===== config.mk =====
export PLATFORM = sky130hd
export DESIGN_NAME = arb_req_agent_16
export DESIGN_NICKNAME = d
export VERILOG_FILES = /design/src/rtl/arb_req_agent_16.sv
export SDC_FILE = /design/constraint.sdc
export NUM_CORES = 1
export LEC_CHECK = 0
export ABC_AREA = 1
export CAP_MARGIN = 10
export CORE_MARGIN = 2
export CORE_UTILIZATION = 40
export DETAILED_ROUTE_END_ITERATION = 12
export PLACE_DENSITY = 0.68
export SLEW_MARGIN = 20
export SYNTH_ARGS = -nofsm -noshare
export SYNTH_HDL_FRONTEND = slang
export SYNTH_SLANG_ARGS = --single-unit

===== constraint.sdc =====
create_clock -name clk -period 2.4 [get_ports clk]
set_clock_uncertainty 0.1 [all_clocks]
set_input_delay 0.36 -clock clk [delete_from_list [all_inputs] [get_ports clk]]
set_output_delay 0.36 -clock clk [all_outputs]
set_load 0.01 [all_outputs]

===== src/rtl/arb_req_agent_16.sv =====
// Requester-side agent for the 16-port arbiter: per-port token queues,
// req/grant burst handshake, serialized beat stream. Option: ARB_REQ_TIMEOUT_EN.
module arb_req_agent_16 #(
  parameter int BEAT_LEN = 4,
  parameter int MAX_PEND = 7,
  parameter int TIMEOUT  = 255
) (
  input  logic        clk,
  input  logic        rst_n,
  input  logic [15:0] push,
  output logic [15:0] pend_full,
  output logic [15:0] req,
  input  logic [15:0] grant,
  output logic        xfer_vld,
  output logic [3:0]  xfer_port,
  output logic        xfer_last,
  output logic        err_grant,
  output logic [15:0] starve
);

  typedef enum logic [1:0] {
    S_IDLE,
    S_REQ,
    S_XFER,
    S_REL
  } st_t;

  localparam logic [3:0] PEND_MAX = 4'(MAX_PEND);
  localparam logic [3:0] LAST_IDX = 4'(BEAT_LEN - 1);
  localparam bit         ONE_BEAT = (BEAT_LEN == 1);

  st_t         state_q [16];
  logic [3:0]  pend_q  [16];
  logic [3:0]  bcnt_q  [16];
  logic [15:0] req_q;

  logic        multi_hot;
  logic        bad_port;
  logic        illegal;
  logic [15:0] beat;
  logic [15:0] last;
  logic [3:0]  beat_idx;
  logic [3:0]  pend_nx [16];

  assign req = req_q;

  // req_q is high exactly in REQ/XFER, so it doubles as the grantable mask
  always_comb begin
    multi_hot = (grant & (grant - 16'd1)) != 16'd0;
    bad_port  = |(grant & ~req_q);
    illegal   = multi_hot | bad_port;
    beat      = '0;
    last      = '0;
    beat_idx  = '0;
    pend_full = '0;
    for (int i = 0; i < 16; i++) begin
      beat[i] = grant[i] & ~illegal;
      last[i] = beat[i] &
                ((state_q[i] == S_REQ && ONE_BEAT) ||
                 (state_q[i] == S_XFER && bcnt_q[i] == LAST_IDX));
      if (beat[i])
        beat_idx = 4'(i);
      pend_nx[i] = pend_q[i];
      if (last[i])
        pend_nx[i] = push[i] ? pend_q[i] : pend_q[i] - 4'd1;
      else if (push[i] && pend_q[i] != PEND_MAX)
        pend_nx[i] = pend_q[i] + 4'd1;
      pend_full[i] = (pend_q[i] == PEND_MAX);
    end
  end

  always_ff @(posedge clk or negedge rst_n) begin
    if (!rst_n) begin
      for (int i = 0; i < 16; i++) begin
        state_q[i] <= S_IDLE;
        pend_q[i]  <= '0;
        bcnt_q[i]  <= '0;
      end
      req_q     <= '0;
      xfer_vld  <= 1'b0;
      xfer_port <= '0;
      xfer_last <= 1'b0;
      err_grant <= 1'b0;
    end else begin
      for (int i = 0; i < 16; i++) begin
        pend_q[i] <= pend_nx[i];
        unique case (state_q[i])
          S_IDLE: begin
            if (pend_nx[i] != 4'd0) begin
              state_q[i] <= S_REQ;
              req_q[i]   <= 1'b1;
            end
          end
          S_REQ: begin
            if (beat[i]) begin
              if (ONE_BEAT) begin
                state_q[i] <= S_REL;
                req_q[i]   <= 1'b0;
              end else begin
                state_q[i] <= S_XFER;
                bcnt_q[i]  <= 4'd1;
              end
            end
          end
          S_XFER: begin
            if (last[i]) begin
              state_q[i] <= S_REL;
              req_q[i]   <= 1'b0;
              bcnt_q[i]  <= 4'd0;
            end else if (beat[i]) begin
              bcnt_q[i] <= bcnt_q[i] + 4'd1;
            end
          end
          S_REL: begin
            if (pend_nx[i] != 4'd0) begin
              state_q[i] <= S_REQ;
              req_q[i]   <= 1'b1;
            end else begin
              state_q[i] <= S_IDLE;
            end
          end
          default: state_q[i] <= S_IDLE;
        endcase
      end
      xfer_vld  <= |beat;
      err_grant <= illegal;
      if (|beat) begin
        xfer_port <= beat_idx;
        xfer_last <= |last;
      end
    end
  end

`ifdef ARB_REQ_TIMEOUT_EN
  logic [7:0]  wait_q [16];
  logic [15:0] starve_q;

  assign starve = starve_q;

  always_ff @(posedge clk or negedge rst_n) begin
    if (!rst_n) begin
      for (int i = 0; i < 16; i++)
        wait_q[i] <= '0;
      starve_q <= '0;
    end else begin
      for (int i = 0; i < 16; i++) begin
        if (beat[i]) begin
          wait_q[i]   <= '0;
          starve_q[i] <= 1'b0;
        end else if (state_q[i] == S_REQ && !grant[i] &&
                     wait_q[i] != 8'hFF) begin
          wait_q[i] <= wait_q[i] + 8'd1;
          if (wait_q[i] + 8'd1 == 8'(TIMEOUT))
            starve_q[i] <= 1'b1;
        end
      end
    end
  end
`else
  logic unused_timeout;
  assign unused_timeout = ^32'(TIMEOUT);
  assign starve = '0;
`endif

endmodule


Yosys cells after proc, flatten, opt, wreduce, memory -nomap -nowiden
Cells that the tools add are included.
- flip-flop bits (word level): 183
- bits of input ports: 34
- output and inout bits: 55
- word-level logic and storage cells: 749
- add/sub/neg operators: 49
- equal/unequal tests: 176
- muxes and demuxes: 255
- bitwise gates (word level): 37
- reductions and logical operators: 164
- operators by type and width (cell ; number):
    4-bit two-way mux ; 106
    3-bit AND reduction ; 48
    4-bit by 1-bit adder with 4-bit output, second input constant ; 32
    2-bit one-hot mux with 4 select lines ; 16
    4-bit one-hot mux with 2 select lines ; 16
    2-bit two-way mux ; 50
    2-bit inequality test, second input constant ; 48
    2-bit == test, second input constant ; 32
    4-bit by 2-bit == test with 1-bit output, second input constant ; 16
    4-bit by 3-bit == test with 1-bit output, second input constant ; 16
    4-bit by 3-bit inequality test with 1-bit output, second input constant ; 16
    2-bit nonzero test ; 32
    4-bit nonzero test ; 16
    4-bit by 1-bit subtractor with 4-bit output, second input constant ; 16
    1-bit two-way mux ; 49
    3-bit inequality test, second input constant ; 16
    16-bit OR reduction ; 3
    1-bit AND ; 32
    16-bit AND ; 2
    2-bit by 1-bit == test with 1-bit output, second input constant ; 16
    1-bit logical AND ; 32
    2-bit zero test ; 16
    2-bit by 1-bit inequality test with 1-bit output, second input constant ; 16
    1-bit one-hot mux with 2 select lines ; 16
    other kinds (7) ; 23

Depth between registers and ports, before layout
- word-level depth: 21
- mapped depth: 20
- mapped depth without buffers: 19

Least setup slack after synthesis
Ideal clock, no wire load.
- path type: register -> register
- start: register state_q[24] in the netlist's numbering
- end: register state_q[24] in the netlist's numbering
- library setup time: 0.121 ns
- data arrival time: 2.183 ns
- required time: 2.179 ns
- slack: -0.004 ns
- stages on the path, launching flop included: 12
- buffers on the path: 0
- period minus slack after synthesis: 2.404 ns
- cells stage by stage: dfrtp_1 > inv_1 > ha_1 > inv_1 > nor4_1 > nand4_2 > inv_1 > nor2_1 > a21oi_1 > nand3_1 > nand2_1 > nand2_1
- cells in the longest elaborated chain, start to end: 7
- elaborated cells on any way between the ends: 14
- those cells by class: eq/ne: 6; mux: 3; bitwise: 1; reduce/logical: 4
- ends and longest elaborated chain (what ; RTL line ; text):
    start: declaration ; 32 ; st_t state_q [16];
    start signal: indexed assignment ; 75 ; state_q[i] <= S_IDLE;
    start signal: indexed assignment ; 90 ; state_q[i] <= S_REQ;
    start signal: indexed assignment ; 97 ; state_q[i] <= S_REL;
    2-bit == test ; 60, 87 ;
    1-bit logical AND ; 60 ; (state_q[i] == S_XFER && bcnt_q[i] == LAST_IDX));
    1-bit AND ; 58 ; last[i] = beat[i] &
    4-bit two-way mux ; 64 ; if (last[i])
    4-bit nonzero test ; 89, 115 ;
    1-bit two-way mux or 2-bit inequality test (tied branches) ; - ;
    2-bit one-hot mux with 4 select lines or 3-bit AND reduction (tied branches) ; - ;
Several ways; a longest one is shown, not always the timed one.
A chain may end at the register's enable or synchronous reset.

==> results.sh <==
export IMPL_cts_inserted_buffers=17
export IMPL_critical_path_startpoint_type="input port"
export IMPL_syn_cell_area_mm2=0.01361
export IMPL_setup_ws_ps=-171.9
export IMPL_nFillCells=2815
export IMPL_grt_pass1_wl_um=58450
export IMPL_clock_sinks=183
export IMPL_p_leak_nw=9.656
export IMPL_drt_pre_antenna_iters=5
export IMPL_synth_top_cells_by_count="sky130_fd_sc_hd__nand2_1, sky130_fd_sc_hd__inv_1, sky130_fd_sc_hd__nor2_1"
export IMPL_syn2layout_area_growth_pct=42.14
export IMPL_final_hold_worst_slack_ps=335.5
export IMPL_rsz_0062_raised_after_global_routing="true"
export IMPL_fmax_mhz=388.8
export IMPL_synth_most_common_cell="sky130_fd_sc_hd__nand2_1"
export IMPL_critPathCaptureType="flip-flop"
export IMPL_die_area_mm2=0.03551
export IMPL_fp_coreArea_mm2=0.03353
export IMPL_via_count_of_the_first_global_routing_pass=12870
export IMPL_post_drt_via_cell_ratio=4.992
export IMPL_status="complete, but fails checks"
export IMPL_worst_slew_pin_slew_ps=566.2
export IMPL_hold_class="input port to flip-flop"
export IMPL_die_height_um=188.4
export IMPL_floorplan_rows=67
export IMPL_yosys_area_top_type_share=0.3365
export IMPL_grt_start_max_net_pins=63
export IMPL_setup_worst_path_start="grant[15]"
export IMPL_min_clock_period_post_route_ps=2572
export IMPL_overflow=0
export IMPL_hold_viol_final=0
export IMPL_grtUsageTotal=0.1978
export IMPL_yosysTopAreaCell="sky130_fd_sc_hd__dfrtp_1"
export IMPL_critPathArrivalTime_ps=2810
export IMPL_design_area_mm2=0.01934
export IMPL_seq_power_share=0.259
export IMPL_crit_path_max_fanout=6
export IMPL_yosysUniqueCellTypes=33
export IMPL_ioPinCount=89
export IMPL_max_vdd_ir_drop_mv=0.5395
export IMPL_htree_levels=4
export IMPL_synth_cells=1841
export IMPL_worst_path_largest_cell_delay_ps=550
export IMPL_cell_internal_pwr_mw=10.36
export IMPL_drc_errors=0
export IMPL_multiInputGateArea_mm2=0.009475
export IMPL_crit_path_top_delay_cell="sky130_fd_sc_hd__clkdlybuf4s50_1"
export IMPL_detailedRoute_firstIterationViolations=746
export IMPL_part_of_the_total_power_dissipated_in_the_clock_network=0.166
export IMPL_dieWidth_um=188.4
export IMPL_route_final_wire_length_um=36690
export IMPL_yosysWarnings=0
export IMPL_final_util=0.5768
export IMPL_syn_avg_cell_area_um2=7.392
export IMPL_final_setup_viol_count=50
export IMPL_post_synthesis_mux_area_share=0.01821
export IMPL_ys_async_sr_fraction=1.000
export IMPL_timing_max_transition_violations_final=0
export IMPL_timing_max_cap_violations=0
export IMPL_number_of_i_o_port_buffers=72
export IMPL_vias=13300
export IMPL_path_common_cell="sky130_fd_sc_hd__nand2_1"
export IMPL_design_power_total_mw=18.86
export IMPL_routabilityCongestion=0.8812
export IMPL_final_layout_size_suffix_gt1_frac=0.3154
export IMPL_worst_skew_pair_late_latency_ps=450
export IMPL_period_share=1.072
export IMPL_sequential_cell_area_in_the_final_layout_mm2=0.004583
export IMPL_placed_cells_incl_taps=2557
export IMPL_synthAdderAreaFrac=0.1177
export IMPL_design_final_nets=2365
export IMPL_cts_tree="yes"
export IMPL_ant_nets=0
export IMPL_tns_ps=-2984
export IMPL_cts_root_to_sink_buffers=2
export IMPL_detailedPlacementHpwl_um=26410
export IMPL_floorplan_initialDensity=0.4058
export IMPL_dominant_combinational_cell_family_by_area_after_synthesis="simple AND/OR/NAND/NOR gates"
export IMPL_total_switching_power_mw=8.500
export IMPL_hold_path_startpoint="grant[5]"
export IMPL_cts_reportedPaths_clkPinSlew_ps=70
export IMPL_failed_checks="negative setup slack"
export IMPL_ctsRootBufferMaster="sky130_fd_sc_hd__clkbuf_16"
export IMPL_timing_reg2reg_setup_slack_ps=-150
export IMPL_crit_type="input port to flip-flop"
export IMPL_flip_flop_and_latch_count_after_synthesis=183
export IMPL_required_time_of_the_critical_path_ps=2640
export IMPL_timing_rr_start="req[1]"
export IMPL_power_switching_fraction=0.4507
export IMPL_relSlewSlack=0.6185
export IMPL_post_dp_cell_area_mm2=0.01637
export IMPL_total_power_divided_by_cell_area_mw_per_mm2=975.1
export IMPL_synth_enable_flop_cells=0
export IMPL_critical_path_cell_chain="clkdlybuf4s50_1 > nand2_4 > nand2_1 > nor2_1 > nand2_1 > nor2_1 > nand2_1 > nor2_2 > nand3_4 > buf_12 > nor2_4 > buf_12 > nand3_2 > nand2_2 > nor2_4 > nand3_4 > nand3_1 > nand2_1 > nand2_1"
export IMPL_fraction_of_power_consumed_by_combinational_cells=0.575
export IMPL_detailedPlace_worstSlack_ps=-988.6
export IMPL_post_synth_xor_area_fraction=0.07144
export IMPL_simple_gate_share_of_the_synthesized_area=0.2839
export IMPL_synth_sequential_area_ratio=0.3365
export IMPL_post_drt_wl_per_cell_um=13.77
export IMPL_grt_antenna_before_repair=1
export IMPL_yosys_most_used_dff="sky130_fd_sc_hd__dfrtp_1"
export IMPL_synth_compound_area_frac=0.08808
export IMPL_layoutNonFillerInstCount=2665
export IMPL_synthTopCellsByArea="sky130_fd_sc_hd__dfrtp_1, sky130_fd_sc_hd__nand2_1, sky130_fd_sc_hd__ha_1"
-- worst max-delay path: cells and delay by family --
kind | cells | cell delay (ps)
and+or+nand+nor | 16 | 1510
buffers and inverters | 3 | 920
-- logic make-up (layout without fill, tap and decap cells) --
group | after synthesis | in the layout
mux | 22 | 22
simple gates | 911 | 911
buf+inv | 283 | 643
flops | 183 | 183
fa+ha+maj | 128 | 128
xor+xnor | 111 | 111
compound gates | 202 | 202
other cells | 1 | 17
-- routing by layer --
| metal | global-route usage | wire [µm] |
|---|---|---|
| met5 | 0 | 0 |
| met4 | 0.07242 | 973 |
| met3 | 0.02589 | 1170 |
| met2 | 0.3501 | 18600 |
| met1 | 0.2458 | 15950 |
-- flip-flops by register name (all words and copies together), names as in the netlist --
name and flops:
xfer_vld 1, xfer_last 1, state_q 32, xfer_port 4
bcnt_q 64, req 16, pend_q 64, err_grant 1
-- final timing paths --
path	depth (start not counted)	to
worst min-delay path	4	bcnt_q[40]
max in group asynchronous	3	bcnt_q[11]
min in group asynchronous	2	pend_q[30]
worst min register to register	2	bcnt_q[1]
worst max register to register	19	state_q[0]
worst max-delay path	19	state_q[0]
-- power by group through the flow --
| stage | clock [mW] | combinational (mW) | sequential, mW |
|---|---|---|---|
| after global routing | 3.30 | 12.2 | 5.02 |
| after global placement | 0 | 7.95 | 4.87 |
| after detailed placement | 0 | 8.24 | 4.92 |
| after floorplan | 0 | 5.92 | 4.71 |
| after CTS | 3.17 | 8.74 | 4.87 |
| final | 3.12 | 10.9 | 4.89 |
-- layout by cell type, fill, tap and decap left out, types with 17 or more instances in the layout --
master                            synthesis  final
sky130_fd_sc_hd__xor2_1                  69     69
sky130_fd_sc_hd__buf_4                   17    219
sky130_fd_sc_hd__nand2_1                450    310
sky130_fd_sc_hd__ha_1                   128    128
sky130_fd_sc_hd__xnor2_1                 42     42
sky130_fd_sc_hd__nor2_1                 221    138
sky130_fd_sc_hd__dfrtp_1                183    180
sky130_fd_sc_hd__nand3_2                  1     30
sky130_fd_sc_hd__a21oi_1                 60     40
sky130_fd_sc_hd__clkdlybuf4s50_1          0     55
sky130_fd_sc_hd__nor2_2                   6     40
sky130_fd_sc_hd__nor2_4                   3     52
sky130_fd_sc_hd__inv_1                  263    237
sky130_fd_sc_hd__clkbuf_16                0     17
sky130_fd_sc_hd__buf_6                    2     44
sky130_fd_sc_hd__o21ai_0                 76     53
sky130_fd_sc_hd__nand3_1                180    144
sky130_fd_sc_hd__mux2_2                  22     22
sky130_fd_sc_hd__nand2_2                  0    131
sky130_fd_sc_hd__inv_2                    1     20
-- final cells by class --
type,instances,share of cell area
timing repair buffer,347,0.1589
antenna,1,0.0001294
clock inverter,15,0.01100
inverter,264,0.05220
clock buffer,17,0.02199
sequential,183,0.2369
tap,448,0.02898
multi-input combinational,1390,0.4899
-- what timing repair did --
item / 4_1_cts / 5_1_grt
gates cloned: 1 / 0
endpoints found under the setup margin: 142 / 120
pin swaps: 31 / 131
hold endpoints to repair: 57 / 0
resized for setup: 108 / 430
setup buffers: 16 / 61
hold buffers: 1 / 0
No activity file was read; power rests on OpenSTA's default activity.
